File: src/rtl/car_datapath.sv
// Car datapath for the tower-defence stage: path position, delay timer and
// per-pixel erase/draw writes for the car sprite on a 160x120 VGA frame.
module car_datapath #(
  parameter int unsigned CAR_SIZE     = 4,
  parameter logic [31:0] DELAY_CYCLES = 32'd50_000_000,
  parameter logic [7:0]  START_X      = 8'd0,
  parameter logic [6:0]  START_Y      = 7'd56,
  parameter logic [7:0]  TURN_X       = 8'd120,
  parameter logic [6:0]  END_Y        = 7'd110,
  parameter logic [2:0]  CAR_COLOUR   = 3'b100,
  parameter logic [2:0]  BG_COLOUR    = 3'b000
) (
  input  logic       clk,
  input  logic       resetn,
  input  logic       wait_start,
  input  logic       delay,
  input  logic       erase_car,
  input  logic       increment,
  input  logic       draw_car,
  input  logic       destroyed_state,
  output logic       initial_delay_done,
  output logic       erase_done,
  output logic       draw_done,
  output logic [7:0] x_pos,
  output logic [6:0] y_pos,
  output logic       reached_end,
  output logic [7:0] vga_x,
  output logic [6:0] vga_y,
  output logic [2:0] vga_colour,
  output logic       plot
);

  localparam int unsigned HW = $clog2(CAR_SIZE);
  localparam int unsigned PW = 2 * HW;
  localparam logic [PW-1:0] PC_LAST = '1;

  logic [7:0]    x_reg, x_next;
  logic [6:0]    y_reg, y_next;
  logic          dir_reg, dir_next;
  logic          end_reg, end_next;
  logic [31:0]   cnt_reg, cnt_next;
  logic [PW-1:0] pc_reg, pc_next;

  logic [HW-1:0] col, row;
  logic [8:0]    px;
  logic [7:0]    py;
  logic          pixel_last;
  logic          sprite_active;

  // Path motion: +x until TURN_X, then +y until END_Y. A car already sitting
  // on TURN_X with dir clear turns on its first increment without an x step.
  always_comb begin
    x_next   = x_reg;
    y_next   = y_reg;
    dir_next = dir_reg;
    end_next = end_reg;
    if (wait_start) begin
      x_next   = START_X;
      y_next   = START_Y;
      dir_next = 1'b0;
      end_next = 1'b0;
    end else if (increment && !destroyed_state && !end_reg) begin
      if (!dir_reg && x_reg != TURN_X) begin
        x_next = x_reg + 8'd1;
        if (x_reg + 8'd1 == TURN_X) begin
          dir_next = 1'b1;
        end
      end else begin
        dir_next = 1'b1;
        y_next   = y_reg + 7'd1;
        if (y_reg + 7'd1 == END_Y) begin
          end_next = 1'b1;
        end
      end
    end
  end

  always_comb begin
    cnt_next = delay ? cnt_reg + 32'd1 : 32'd0;
    pc_next  = (draw_car || erase_car) ? pc_reg + {{(PW-1){1'b0}}, 1'b1} : '0;
  end

  always_ff @(posedge clk) begin
    if (!resetn) begin
      x_reg   <= START_X;
      y_reg   <= START_Y;
      dir_reg <= 1'b0;
      end_reg <= 1'b0;
      cnt_reg <= 32'd0;
      pc_reg  <= '0;
    end else begin
      x_reg   <= x_next;
      y_reg   <= y_next;
      dir_reg <= dir_next;
      end_reg <= end_next;
      cnt_reg <= cnt_next;
      pc_reg  <= pc_next;
    end
  end

  // Low half of the pixel counter walks columns, high half walks rows.
  assign col        = pc_reg[HW-1:0];
  assign row        = pc_reg[PW-1:HW];
  assign px         = {1'b0, x_reg} + 9'(col);
  assign py         = {1'b0, y_reg} + 8'(row);
  assign pixel_last = (pc_reg == PC_LAST);

  assign sprite_active = resetn && (draw_car || erase_car) && !destroyed_state;

  assign x_pos       = x_reg;
  assign y_pos       = y_reg;
  assign reached_end = end_reg;
  assign vga_x       = px[7:0];
  assign vga_y       = py[6:0];
  assign vga_colour  = draw_car ? CAR_COLOUR : BG_COLOUR;
  assign plot        = sprite_active && (px < 9'd160) && (py < 8'd120);

  assign draw_done          = resetn && draw_car && pixel_last;
  assign erase_done         = resetn && erase_car && !draw_car && pixel_last;
  assign initial_delay_done = resetn && delay && (cnt_reg == DELAY_CYCLES - 32'd1);

endmodule
File: config.mk
export PLATFORM = sky130hd
export DESIGN_NAME = car_datapath
export DESIGN_NICKNAME = d
export VERILOG_FILES = /design/src/rtl/car_datapath.sv
export SDC_FILE = /design/constraint.sdc
export NUM_CORES = 1
export LEC_CHECK = 0
export ABC_AREA = 1
export BUFFER_PORTS_ARGS = -buffer_cell sky130_fd_sc_hd__buf_2
export CAP_MARGIN = 20
export CORE_ASPECT_RATIO = 0.7
export CORE_MARGIN = 2
export CORE_UTILIZATION = 39
export DETAILED_ROUTE_END_ITERATION = 6
export GPL_TIMING_DRIVEN = 0
export PLACE_DENSITY_LB_ADDON = 0.25
export SLEW_MARGIN = 20
export SYNTH_ARGS = -nofsm -noshare
export SYNTH_HDL_FRONTEND = slang
export SYNTH_SLANG_ARGS = --single-unit
export TNS_END_PERCENT = 50
File: constraint.sdc
create_clock -name clk -period 1.75 [get_ports clk]
set_input_delay 0.2625 -clock clk [delete_from_list [all_inputs] [get_ports clk]]
set_output_delay 0.2625 -clock clk [all_outputs]
set_load 0.01 [all_outputs]
==> results of run 1 <==
[metal layers]
| layer | up-vias | wire length, um |
|---|---|---|
| met5 | - | 0 |
| met4 | 0 | 61 |
| met3 | 7 | 572 |
| met2 | 99 | 3993 |
| met1 | 1567 | 4576 |
| li1 | 1733 | - |
[final cells by class]
class                           instances  area, um2  share of cell area [%]
Buffer                                 10      61.31                   1.434
Clock buffer                            8      136.4                   3.190
Inverter                               79      301.5                   7.053
Multi-Input combinational cell        361       2126                   49.72
Sequential cell                        53       1099                   25.69
Tap cell                              105      131.4                   3.073
Timing Repair Buffer                   66      420.4                   9.833
[worst min-delay path by stage]
stage	slack, ns	cells past startpoint	start	end
5_1_grt	0.32	4	wait_start	y_pos[0]
3_3_place_gp	0.44	1	cnt_reg[0]	cnt_reg[0]
4_1_cts	0.28	4	wait_start	y_pos[0]
3_5_place_dp	0.45	1	cnt_reg[0]	cnt_reg[0]
2_1_floorplan	0.43	1	cnt_reg[0]	cnt_reg[0]
6_report	0.28	4	wait_start	y_pos[0]
[synth_stat cells, drive strengths merged (3+ instances only)]
master | n | area (um2)
a21oi | 38 | 190.2
buf | 7 | 45.04
clkbuf | 3 | 11.26
dfxtp | 53 | 1061
ha | 11 | 137.6
inv | 79 | 296.5
nand2 | 122 | 475.5
nand3 | 33 | 187.7
nand4 | 10 | 68.81
nor2 | 72 | 307.8
nor3 | 18 | 111.4
nor4 | 5 | 31.28
o21ai | 23 | 115.1
xor2 | 17 | 148.9
[power by group through the flow]
stage	registers [W]	logic (W)	clock network (W)
finish	0.00123	0.000199	0.000955
floorplan	0.00127	0.000106	0
detailed placement	0.00127	0.000164	0
global route	0.00124	0.000223	0.00103
CTS	0.00124	0.000182	0.000975
global placement	0.00127	0.000162	0
[worst reg2reg max path, cell delays in order (launching register included)]
cell     delay (ns)
dfxtp_4        0.35
buf_4          0.15
inv_1          0.09
ha_1           0.15
nand2_1        0.05
nor2_1         0.15
nand2_2        0.13
nand3_4        0.14
inv_2          0.10
nand2_1        0.12
nand2_1        0.06
a21oi_1        0.11
[cells by family after synthesis]
family,after synthesis,share of synthesized area [%]
other,1,0.1138
AND/OR/NAND/NOR,264,36.80
AO/OA/AOI/OAI,63,9.723
buffers and inverters,89,10.71
flip-flops,53,32.21
adder cells (fa/ha/maj),13,5.393
XOR/XNOR,19,5.051
[repair_timing]
item	in CTS	in global routing
pin swaps	12	8
gates resized for setup	29	44
hold buffers	0	0
endpoints found under the setup margin	14	26
buffers inserted	15	9
[metrics by stage]
stage / util, % / area (um2) / hold WS [ns]
after floorplan: - / 3342 / 0.4288
after global placement: 44.24 / 3689 / 0.4412
after detailed placement: 44.24 / 3689 / 0.4531
after CTS: 48.33 / 4030 / 0.2785
after global routing: 51.28 / 4275 / 0.3217
final: 51.28 / 4275 / 0.2788
==> impl_metrics.yaml, run 1 <==
power:
  pwr-share-seq_pct: 51.7
  comb_power_share_pct: 8.3
  clockPowerShare_pct: 40.0
  switching_share_pct: 23.40
  switchingPower_w: 0.0005589
  p_leak_nw: 1.753
  total_power_w: 0.002389
  p_int_w: 0.001830
  power.density_nw_per_um2: 558.7
  vdd_drop_max_mv: 0.3963
synthesis:
  postSynthCellCount: 502
  syn-cell-area_um2: 3294
  synth_ff_type: "dfxtp_1"
  ys_types: 30
  synth_area_per_cell_um2: 6.563
  ys_seq_area_share_pct: 32.21
  synth_edf_count: 0
  ys_ff_latch: 53
  ys_warn_count: 0
  synthArstFlopShare_pct: 0
cts:
  cts_buffers: 5
  cts_sinks: 53
  clk_pin_slew_ns: 0.07
  clkLatencyLatePin_ns: 0.29
  cts_tree: "yes"
  root_buffer: "clkbuf_16"
  cts_max_path_buffers: 2
  htree_levels: 2
worst_setup_path:
  ff2ff_path_depth: 11
  critical_path.endpoint: "plot"
  crit_required_ns: 1.49
  cp_max_fo: 2
  critPathLaunchType: "register"
  r2r_end: "x_pos[5]"
  crit_type: "register to output pin"
  critPathTopFamily: "adder cells"
  reg2reg_from: "x_pos[0]"
  r2r_slack_ns: 0.08
  critPathMaxStageDelay_ns: 0.37
  end_kind: "output pin"
  arrival_ns: 1.92
  slowest_stage: "dfxtp_4"
  crit_path_frequent_cell: "nor2_1"
  startpoint: "pc_reg[0]"
  crit_cells: 10
  cp.buffers_inverters: 2
  path_cells: "ha_4 > inv_2 > fa_2 > nor2_4 > nand2_4 > xor2_2 > nor2_1 > nor2_1 > nor2_2 > buf_2"
layout:
  nFillCells: 820
  largest_reg_flops: 32
  nNetsFinal: 597
  areaGrowthSynthToFinish_pct: 29.78
  diodes: 0
  stdcell_count: 682
  layout_commonest_cell: "nand2_1"
  drive_gt1_share_pct: 28.08
  final_cell_mix: "nand2_1, inv_1, nor2_1"
die:
  dieWidth_um: 113.9
  dieArea_um2: 9210
  rows: 28
  coreArea_um2: 8338
  start_util_pct: 39.51
  fp.dieH_um: 80.90
  top_level_ports: 46
min_path:
  hold_class: "input port to register"
global_route:
  grt_pass1_vias: 2988
  gr-total-overflow: 0
  grt-busiest-layer: "met1"
  gr-usage-all-layers_pct: 19.50
  antenna_found_initial: 0
  met1_usage_pct: 29.26
  grt_first_pass_wirelength_um: 14380
  grt_use_met2_pct: 29.16
  grt_max_degree: 15
  met3_usage_pct: 3.657
placement:
  numPortBuffers: 43
  hpwl_um: 6734
  place_ws_ns: -0.2425
  place.gp.congestion: 0.9179
  dp_cells: 651
timing:
  finalHoldViolCount: 0
  fmax_mhz: 458.2
  fin_ws_ns: -0.4327
  tightest_slew_ns: 0.5422
  setup_viol: 12
  rsz0062_at_grt: "true"
  fin_crit_sh_pct: 124.7
  relSlewSlack_pct: 63.85
  period_needed_ns: 2.183
  tns_ns: -2.003
  finalClockSkew_ns: 0.004193
  slew_violations: 0
detailed_routing:
  first_pass_iters: 5
  vias_per_cell: 4.994
  antenna_left: 0
  post_drt_wl_per_cell_um: 13.49
  drt_iter0_drc: 223
  drcViolationCount: 0
  wirelength_um: 9203
  via_count: 3406
run:
  maxCapViolations: 0
status:
  failed_checks: "negative setup slack"
  status: "finished with violations"
Note: power is estimated with default switching activity, not from simulation.
==> run 2: changes to the inputs <==
Settings changed: SETUP_SLACK_MARGIN from default to 0.02.
==> run 2 against run 1 <==
Compared with the run above: the run still ends with negative setup slack left; power grew 0.13%; global-route usage is the same; wire length grew 0.15%; worst hold slack is essentially flat; design area grew 0.23%; final cell count is the same; sequential cell count is the same; clock skew grew 0.0017 ns; clock power is essentially flat; first-iteration DRC count grew 11%; via count shrank 0.18%; die area is the same; critical path type unchanged; critical endpoint unchanged; largest cell class unchanged; largest power group unchanged; highest routed layer unchanged.
==> impl_metrics.yaml, run 2 (synthesized netlist as in run 1, its figures left out) <==
layout:
  regArea_um2: 1099
  multi_input_area_um2: 2128
  nNetsFinal: 597
  final_util_pct: 51.40
  largest_reg_flops: 32
  final_cell_area_um2: 4285
  drive_gt1_share_pct: 28.25
  final_cell_mix: "nand2_1, inv_1, nor2_1"
  nFillCells: 817
  areaGrowthSynthToFinish_pct: 30.08
  layout_commonest_cell: "nand2_1"
  stdcell_count: 682
  diodes: 0
status:
  failed_checks: "negative setup slack"
  status: "finished with violations"
global_route:
  grt_max_degree: 15
  gr-usage-all-layers_pct: 19.50
  gr-total-overflow: 0
  grt_first_pass_wirelength_um: 14380
  antenna_found_initial: 0
  grt_pass1_vias: 2988
timing:
  fmax_mhz: 458.1
  slew_violations: 0
  tightest_slew_ns: 0.5758
  rsz0062_at_grt: "true"
  finalClockSkew_ns: 0.005888
  fin_ws_ns: -0.4329
  timing.hold.ws_ns: 0.2790
  period_needed_ns: 2.183
  relSlewSlack_pct: 61.61
  fin_crit_sh_pct: 124.7
  finalHoldViolCount: 0
  setup_viol: 12
detailed_routing:
  via_count: 3400
  vias_per_cell: 4.985
  first_pass_iters: 5
  drt_iter0_drc: 247
  wirelength_um: 9217
  post_drt_wl_per_cell_um: 13.51
  antenna_left: 0
  drcViolationCount: 0
worst_setup_path:
  arrival_ns: 1.92
  end_kind: "output pin"
  critPathLaunchType: "register"
  crit_type: "register to output pin"
  cp_max_fo: 2
  crit_required_ns: 1.49
cts:
  cts_sinks: 53
  root_buffer: "clkbuf_16"
  htree_levels: 2
  clk_pin_slew_ns: 0.07
  cts_buffers: 5
  clkLatencyLatePin_ns: 0.29
  postCtsHoldBufs: 0
  cts_tree: "yes"
  cts_max_path_buffers: 2
die:
  dieWidth_um: 113.9
  dieArea_um2: 9210
  coreArea_um2: 8338
  start_util_pct: 39.51
  rows: 28
  fp.dieH_um: 80.90
  top_level_ports: 46
placement:
  numPortBuffers: 43
  hpwl_um: 6734
  dpl_cell_area_um2: 3689
  place.gp.congestion: 0.9179
  dp_cells: 651
power:
  power.density_nw_per_um2: 558.1
  p_leak_nw: 1.755
  vdd_drop_max_mv: 0.3995
run:
  maxCapViolations: 0
min_path:
  hold_class: "input port to register"
[run 2: final cells by class]
| class | instances | area share (%) |
|---|---|---|
| Multi-Input combinational cell | 361 | 49.66 |
| Sequential cell | 53 | 25.63 |
| Timing Repair Buffer | 66 | 9.898 |
| Inverter | 79 | 7.095 |
| Clock buffer | 8 | 3.182 |
| Tap cell | 105 | 3.066 |
| Buffer | 10 | 1.460 |
[run 2: critical path, cell delays in order, from the launching register on]
cell and delay [ns]:
dfxtp_4 0.37, ha_4 0.13, inv_2 0.03, fa_2 0.36
nor2_4 0.14, nand2_4 0.08, xor2_2 0.15, nor2_1 0.09
nor2_1 0.06, nor2_2 0.09, buf_2 0.13
[run 2: report_power, final]
| part | switching (W) | internal [W] |
|---|---|---|
| Clock | 0.000423 | 0.000534 |
| Sequential | 0.0000191 | 0.00122 |
| Combinational | 0.000120 | 0.0000813 |
[run 2: layer usage]
metal | GRT usage [%] | vias to the layer above | wire length [um]
met2 | 29.16 | 114 | 3954
met3 | 3.657 | 12 | 650
met1 | 29.26 | 1545 | 4512
li1 | - | 1729 | -
met4 | 3.780 | 0 | 100
met5 | 0 | - | 0
[run 2: final timing paths]
check | depth (start not counted) | startpoint | slack [ns] | end
max | 10 | pc_reg[0] | -0.43 | plot
min | 4 | wait_start | 0.28 | y_pos[0]
max reg2reg | 11 | x_pos[0] | 0.17 | x_pos[5]
min reg2reg | 2 | cnt_reg[23] | 0.48 | cnt_reg[23]
[run 2: through the flow]
| step | setup TNS (ns) | total power [W] | setup slack, ns |
|---|---|---|---|
| 4_1_cts | -2.063 | 0.002392 | -0.4457 |
| 6_report | -1.996 | 0.002392 | -0.4329 |
| 3_3_place_gp | -0.2170 | 0.001430 | -0.2170 |
| 5_1_grt | -2.875 | 0.002486 | -0.5773 |
| 3_5_place_dp | -0.2425 | 0.001432 | -0.2425 |
| 2_1_floorplan | -0.07427 | 0.001373 | -0.07427 |
[run 2: what timing repair did]
item,in CTS,in global routing
endpoints found under the setup margin,14,28
buffers inserted,15,9
resized for setup,29,47
hold endpoints to repair,0,0
pin swaps,12,8
